### src/rtl/xor_stream_cipher.sv
// rtl/xor_stream_cipher.sv - XOR stream-cipher datapath with loadable key and keystream modes
//
// Purpose: XOR each accepted word with a keystream. The keystream is either fixed, rotated
// left, or stepped as a Galois LFSR after every accepted word. The output is a single-entry
// register stage with valid/ready handshaking. Reloading the same key and mode decrypts.
//
// Ports:
//   clk, reset_n          clock (rising edge), asynchronous active-low reset
//   key_load/key_in/mode  key and mode load pulse; accepted only while the output is empty
//   in_valid/in_ready     input handshake; data_in is the plaintext or ciphertext word
//   out_valid/out_ready   output handshake; res_out = data_in ^ keystream
//   zero_flag/parity_out  flags of the current res_out
//   word_count            saturating count of accepted words since reset or last key load
//   key_err               one-cycle pulse: key load ignored (output full) or zero LFSR seed replaced
module xor_stream_cipher #(
  parameter int                DATA_W      = 8,
  parameter logic [DATA_W-1:0] DEFAULT_KEY = 8'hAA,
  parameter logic [DATA_W-1:0] LFSR_TAPS   = 8'hB8,
  parameter int                CNT_W       = 16
) (
  input  logic              clk,
  input  logic              reset_n,
  input  logic              key_load,
  input  logic [DATA_W-1:0] key_in,
  input  logic [1:0]        mode,
  input  logic              in_valid,
  output logic              in_ready,
  input  logic [DATA_W-1:0] data_in,
  output logic              out_valid,
  input  logic              out_ready,
  output logic [DATA_W-1:0] res_out,
  output logic              zero_flag,
  output logic              parity_out,
  output logic [CNT_W-1:0]  word_count,
  output logic              key_err
);

  typedef enum logic [1:0] {
    MODE_FIXED  = 2'd0,
    MODE_ROTATE = 2'd1,
    MODE_LFSR   = 2'd2,
    MODE_RSVD   = 2'd3
  } mode_e;

  typedef enum logic {
    S_EMPTY = 1'b0,
    S_FULL  = 1'b1
  } state_e;

  state_e             state_q, state_d;
  mode_e              mode_q, mode_d;
  logic [DATA_W-1:0]  ks_q, ks_d;
  logic [DATA_W-1:0]  res_q, res_d;
  logic               zero_q, zero_d;
  logic               parity_q, parity_d;
  logic [CNT_W-1:0]   cnt_q, cnt_d;
  logic               key_err_q, key_err_d;

  logic               accept;
  logic               load_ok;

  assign out_valid  = (state_q == S_FULL);
  // A pending key load blocks input so data never sees a half-updated keystream.
  assign in_ready   = (!out_valid || out_ready) && !key_load;
  assign accept     = in_valid && in_ready;
  assign load_ok    = key_load && (state_q == S_EMPTY);

  assign res_out    = res_q;
  assign zero_flag  = zero_q;
  assign parity_out = parity_q;
  assign word_count = cnt_q;
  assign key_err    = key_err_q;

  always_comb begin
    state_d   = state_q;
    mode_d    = mode_q;
    ks_d      = ks_q;
    res_d     = res_q;
    zero_d    = zero_q;
    parity_d  = parity_q;
    cnt_d     = cnt_q;
    key_err_d = 1'b0;

    if (load_ok) begin
      // An all-zero LFSR seed would lock up; substitute the default key and flag it.
      if ((mode == MODE_LFSR) && (key_in == '0)) begin
        ks_d      = DEFAULT_KEY;
        key_err_d = 1'b1;
      end else begin
        ks_d = key_in;
      end
      mode_d = mode_e'(mode);
      cnt_d  = '0;
    end else if (key_load) begin
      key_err_d = 1'b1;
    end

    // accept and load_ok are mutually exclusive because key_load forces in_ready low.
    if (accept) begin
      res_d    = data_in ^ ks_q;
      zero_d   = (res_d == '0);
      parity_d = ^res_d;
      cnt_d    = (&cnt_q) ? cnt_q : cnt_q + CNT_W'(1);
      state_d  = S_FULL;
      case (mode_q)
        MODE_ROTATE: ks_d = {ks_q[DATA_W-2:0], ks_q[DATA_W-1]};
        MODE_LFSR:   ks_d = (ks_q >> 1) ^ (ks_q[0] ? LFSR_TAPS : '0);
        default:     ks_d = ks_q;
      endcase
    end else if (out_ready) begin
      state_d = S_EMPTY;
    end
  end

  always_ff @(posedge clk or negedge reset_n) begin
    if (!reset_n) begin
      state_q   <= S_EMPTY;
      mode_q    <= MODE_FIXED;
      ks_q      <= DEFAULT_KEY;
      res_q     <= '0;
      zero_q    <= 1'b0;
      parity_q  <= 1'b0;
      cnt_q     <= '0;
      key_err_q <= 1'b0;
    end else begin
      state_q   <= state_d;
      mode_q    <= mode_d;
      ks_q      <= ks_d;
      res_q     <= res_d;
      zero_q    <= zero_d;
      parity_q  <= parity_d;
      cnt_q     <= cnt_d;
      key_err_q <= key_err_d;
    end
  end

endmodule

### config.mk
export PLATFORM = sky130hd
export DESIGN_NAME = xor_stream_cipher
export DESIGN_NICKNAME = d
export VERILOG_FILES = /design/src/rtl/xor_stream_cipher.sv
export SDC_FILE = /design/constraint.sdc
export NUM_CORES = 1
export LEC_CHECK = 0
export ABC_AREA = 1
export CORE_MARGIN = 5
export CORE_UTILIZATION = 56
export CTS_BUF_LIST = sky130_fd_sc_hd__clkbuf_4 sky130_fd_sc_hd__clkbuf_8
export DETAILED_ROUTE_END_ITERATION = 16
export PLACE_DENSITY = 0.88
export RECOVER_POWER = 100
export REMOVE_ABC_BUFFERS = 1
export SYNTH_ARGS = -nofsm -noshare
export SYNTH_HDL_FRONTEND = slang
export SYNTH_SLANG_ARGS = --single-unit
### constraint.sdc
create_clock -name clk -period 3.8 [get_ports clk]
set_input_delay 0.57 -clock clk [delete_from_list [all_inputs] [get_ports clk]]
set_output_delay 0.57 -clock clk [all_outputs]
set_load 0.02 [all_outputs]
======== Word level (Yosys, flattened, before mapping) ========
Cells that the tools add are included.
storage, ports and cells
  register bits ........................... 38
  logic and storage cells ................. 45
cells by class
  add/subtract/negate cells ............... 1
  eq/ne operators ......................... 5
  muxes and demuxes ....................... 13
  bitwise logic cells ..................... 3
  reductions and logical operators ........ 15
operators with widths
  cell                     count
  $mux W16                 3
  $mux W8                  4
  $add A16 B1 Y16 const B  1
  $logic_not A8 Y1         2
  $pmux W8 S2              1
  $reduce_and A16 Y1       1
  $reduce_xor A8 Y1        1
  $xor A7 B8 Y8            1
  $xor A8 B8 Y8            1
  $mux W1                  5
  $eq A2 B2 Y1 const B     2
  $logic_and A1 B1 Y1      4
  $reduce_and A2 Y1        2
  $reduce_bool A2 Y1       2
  $ne A3 B1 Y1 const B     1
  $eq A2 B1 Y1 const B     1
  $logic_not A1 Y1         2
  $ne A2 B2 Y1 const B     1
  $logic_or A1 B1 Y1       1
  $not A1 Y1               1

======== Depth between registers and ports, before layout ========
  word-level depth ........................ 6
  gate-level depth with buffers ........... 10
  depth with buffers taken out ............ 10

======== Worst setup path before layout ========
No wires, ideal clock.
  path kind ............................... flip-flop to flip-flop
  start ................................... register cnt_q[1], in the netlist word_count[1]
  end ..................................... register cnt_q[2], in the netlist word_count[2]
  library setup time ...................... 0.095 ns
  arrival ................................. 1.498 ns
  data required time ...................... 3.705 ns
  slack ................................... 2.206 ns
  cell stages (with the launch flop) ...... 11
  path buffers ............................ 1
  cell sequence ........................... dfrtp_1 -> ha_1 -> nand2_1 -> nor2_2 -> nand2_4 -> nor2_8 -> nand2_4 -> nand2_4 -> buf_12 -> nand2_1 -> o31ai_1
on the way
  longest elaborated chain between the ends .. 3
  elaborated cells on any way between the ends .. 6
  classes of those cells .................. 1 x add/sub; 1 x eq/ne; 2 x mux; 2 x reduce/logical
RTL lines
  item                                                   RTL line  text
  start: declaration                                     56        logic [CNT_W-1:0] cnt_q, cnt_d;
  start signal: assignment                               132       cnt_q <= cnt_d;
  $add A16 B1 Y16 or $reduce_and A16 Y1 (tied branches)  103       cnt_d = (&cnt_q) ? cnt_q : cnt_q + CNT_W'(1);
  $mux W16 or $ne A2 B2 Y1 (tied branches)               n/a
  $mux W16 or $reduce_and A2 Y1 (tied branches)          n/a
Parallel ways exist; a longest one is shown, timed or not. The select of a mux whose other input is x is not followed.
A chain may end at the register's enable or synchronous reset.

======== Worst setup path after layout ========
  start ................................... input port key_load
  end ..................................... register cnt_q[15], in the netlist word_count[15]
on the way
  longest elaborated chain between the ends .. 5
  elaborated cells on any way between the ends .. 8
  classes of those cells .................. 1 x eq/ne; 1 x mux; 6 x reduce/logical
RTL lines
  item                                                                 RTL line  text
  start: declaration                                                   23        input logic key_load,
  $logic_not A1 Y1                                                     64        assign in_ready = (!out_valid || out_ready) && !key_load;
  $logic_and A1 B1 Y1                                                  64
  $logic_and A1 B1 Y1                                                  65        assign accept = in_valid && in_ready;
  $ne A2 B2 Y1 (no source line) or $reduce_bool A2 Y1 (tied branches)  n/a
  $reduce_and A2 Y1 (no source line)                                   n/a
Parallel ways exist; a longest one is shown, timed or not.

==> qor.yml <==
synth.yosys.warnings: 0
crit_fanout: 35
slowest_stage: "a21oi_1"
min_from: "res_out[1]"
row_count: 23
syn_to_final_growth_pct: 24.5
rr_startpoint: "out_valid"
drcViolationCount: 0
grt_pass1_vias: 2061
grt_first_pass_wirelength_mm: 8.94
layout_common_cells: "nand2_1, inv_1, dfrtp_1"
final_common_cell: "nand2_1"
end_kind: "flop"
async_flop_share_pct: 100
dp_hpwl_mm: 3.94
core-area_um2: 4030
setup_viol: 0
worst-path-buf-inv: 4
drive_above_1_share_pct: 6.76
wl_mm: 5.27
worstRegToRegCells: 8
slew_violations: 39
finalSetupTns_ns: 0
min_path_cells: 2
hold_path_class: "flop to flop"
antenna_found_initial: 0
power_mw: 1.21
n_antenna_cell: 0
startpoint_type: "input port"
crit_chain: "dlygate4sd3_1 > inv_1 > nand3_4 > nand2_1 > inv_1 > a21oi_1 > nand2_1 > nand2_1 > inv_1"
violations: "max-capacitance violations, max-slew violations"
place_area_um2: 2840
synth_edf_count: 0
drt-vias-per-instance: 5.32
leakage_nw: 1.43
post-cts-setup-buffers: 0
dr.pass1.iters: 4
power_density_nw_per_um2: 417
cap_violations: 1
clock_sinks: 38
min_period_ns: 2.66
cts_buffers: 5
synth_seq_area_share_pct: 41.0
slew_headroom_pct: -33.7
nNetsFinal: 382
synthDistinctLibCells: 31
min_to: "res_out[1]"
status: "finished, violations left"
ir_worst_vdd_mv: 0.238
tightest_slew_ns: 2.01
fmax_ghz: 0.376
initial_utilization_pct: 57.8
root_buffer: "clkbuf_8"
finalCritPeriodShare_pct: 69.9
crit_arrival_ns: 2.84
htreeDepth: 2
cts_buffer_depth: 2
cts_tree: "built"
port-buffer-count: 51
rsz0062_at_grt: "false"
cpPeakStageDelay_ns: 0.66
n_fill_cell: 334
routedWlPerCell_um: 13.0
critPathRequiredTime_ns: 3.99
grt-ovfl-total: 0
hold_viol_final: 0
mappedNetlistArea_um2: 2330
path_delay_family: "simple AND/OR/NAND/NOR gates"
crit_type: "input port to flop"
grt_usage_pct: 20.9
gp_congestion: 0.887
vias: 2156
reg2reg_to: "word_count[15]"
drtAntennaViolNets: 0
ys.flop_type: "dfrtp_1"
yosys_register_bits: 38
grt_max_degree: 39
clk-insertion-delay-late_ns: 0.29
drt-initial-drc-count: 136
die_h_um: 74.5
dieArea_um2: 5550
synth_cells: 305
ios: 52
finalClockSkew_ns: 0.00435
fin_area_um2: 2900
cts_resized: 0
cts_hold_buf: 0
utilization_pct: 72.0
path_clk_slew_ns: 0.07
fp.dieW_um: 74.5
syn_avg_cell_area_um2: 7.64
r2r_slack_ns: 1.57
## routing by layer
layer	track usage [%]	share of wire (%)
met3	5.68	6.8
met2	33.2	50
met5	0	0
met1	26.5	42
met4	9.88	1.6
## logic make-up after synthesis
group / count (synthesis) / synth area share (%)
AO/OA/AOI/OAI: 45 / 11.1
buffers and inverters: 46 / 8.65
AND/OR/NAND/NOR: 157 / 31.3
flip-flops: 38 / 41.0
adder cells (fa/ha/maj): 5 / 2.69
XOR/XNOR: 14 / 5.26
## flip-flops by register name, summed over array words and instances, names as in the netlist
register / count
key_err: 1
mode_q: 2
ks_q: 8
out_valid: 1
word_count: 16
res_out: 8
parity_out: 1
zero_flag: 1
## cell usage after synthesis, drive strengths merged, types with 4 or more instances
cell,n,area [µm²]
nor2,20,106
buf,7,55.1
dfrtp,34,851
ha,5,62.6
dfstp,4,105
o21ai,35,194
nand4,4,25.0
nand2,98,403
a21oi,6,33.8
xnor2,12,105
nand3,30,163
inv,37,139
## report_power, final
group	leakage [nW]	switching, mW	internal, mW
clock	0.0517	0.138	0.153
sequential	0.488	0.0524	0.471
combinational	0.890	0.218	0.176
## stage by stage
stage / hold WS, ns / setup WS (ns) / cells
finish: 0.486 / 1.14 / 405
global route: 0.515 / 0.926 / 405
CTS: 0.401 / 1.42 / 405
detailed placement: 0.477 / 1.23 / 397
global placement: 0.471 / 1.27 / 397
floorplan: 0.274 / 2.03 / 296
## worst max-delay path by stage
stage | slack (ns) | cells past startpoint | startpoint | to
after floorplan | 2.03 | 8 | out_ready | ks_q[2]
after global placement | 1.27 | 9 | out_ready | ks_q[2]
after detailed placement | 1.23 | 9 | out_ready | ks_q[2]
after CTS | 1.42 | 4 | out_ready | in_ready
after global routing | 0.93 | 9 | key_load | word_count[15]
final | 1.14 | 9 | key_load | word_count[15]
## worst min-delay path, cell delays in order (launching register included)
cell	delay (ns)
dfrtp_1	0.35
nand2_1	0.05
o21ai_0	0.06
## area by class of cell
class	count	area, µm²	share of cell area, %
Clock inverter	1	5.00	0.173
Tap cell	50	62.6	2.16
Timing Repair Buffer	51	504	17.4
Multi-Input combinational cell	221	1140	39.4
Sequential cell	38	956	33.0
Inverter	37	139	4.79
Clock buffer	7	90.1	3.11
(Power assumes the default switching activity.)
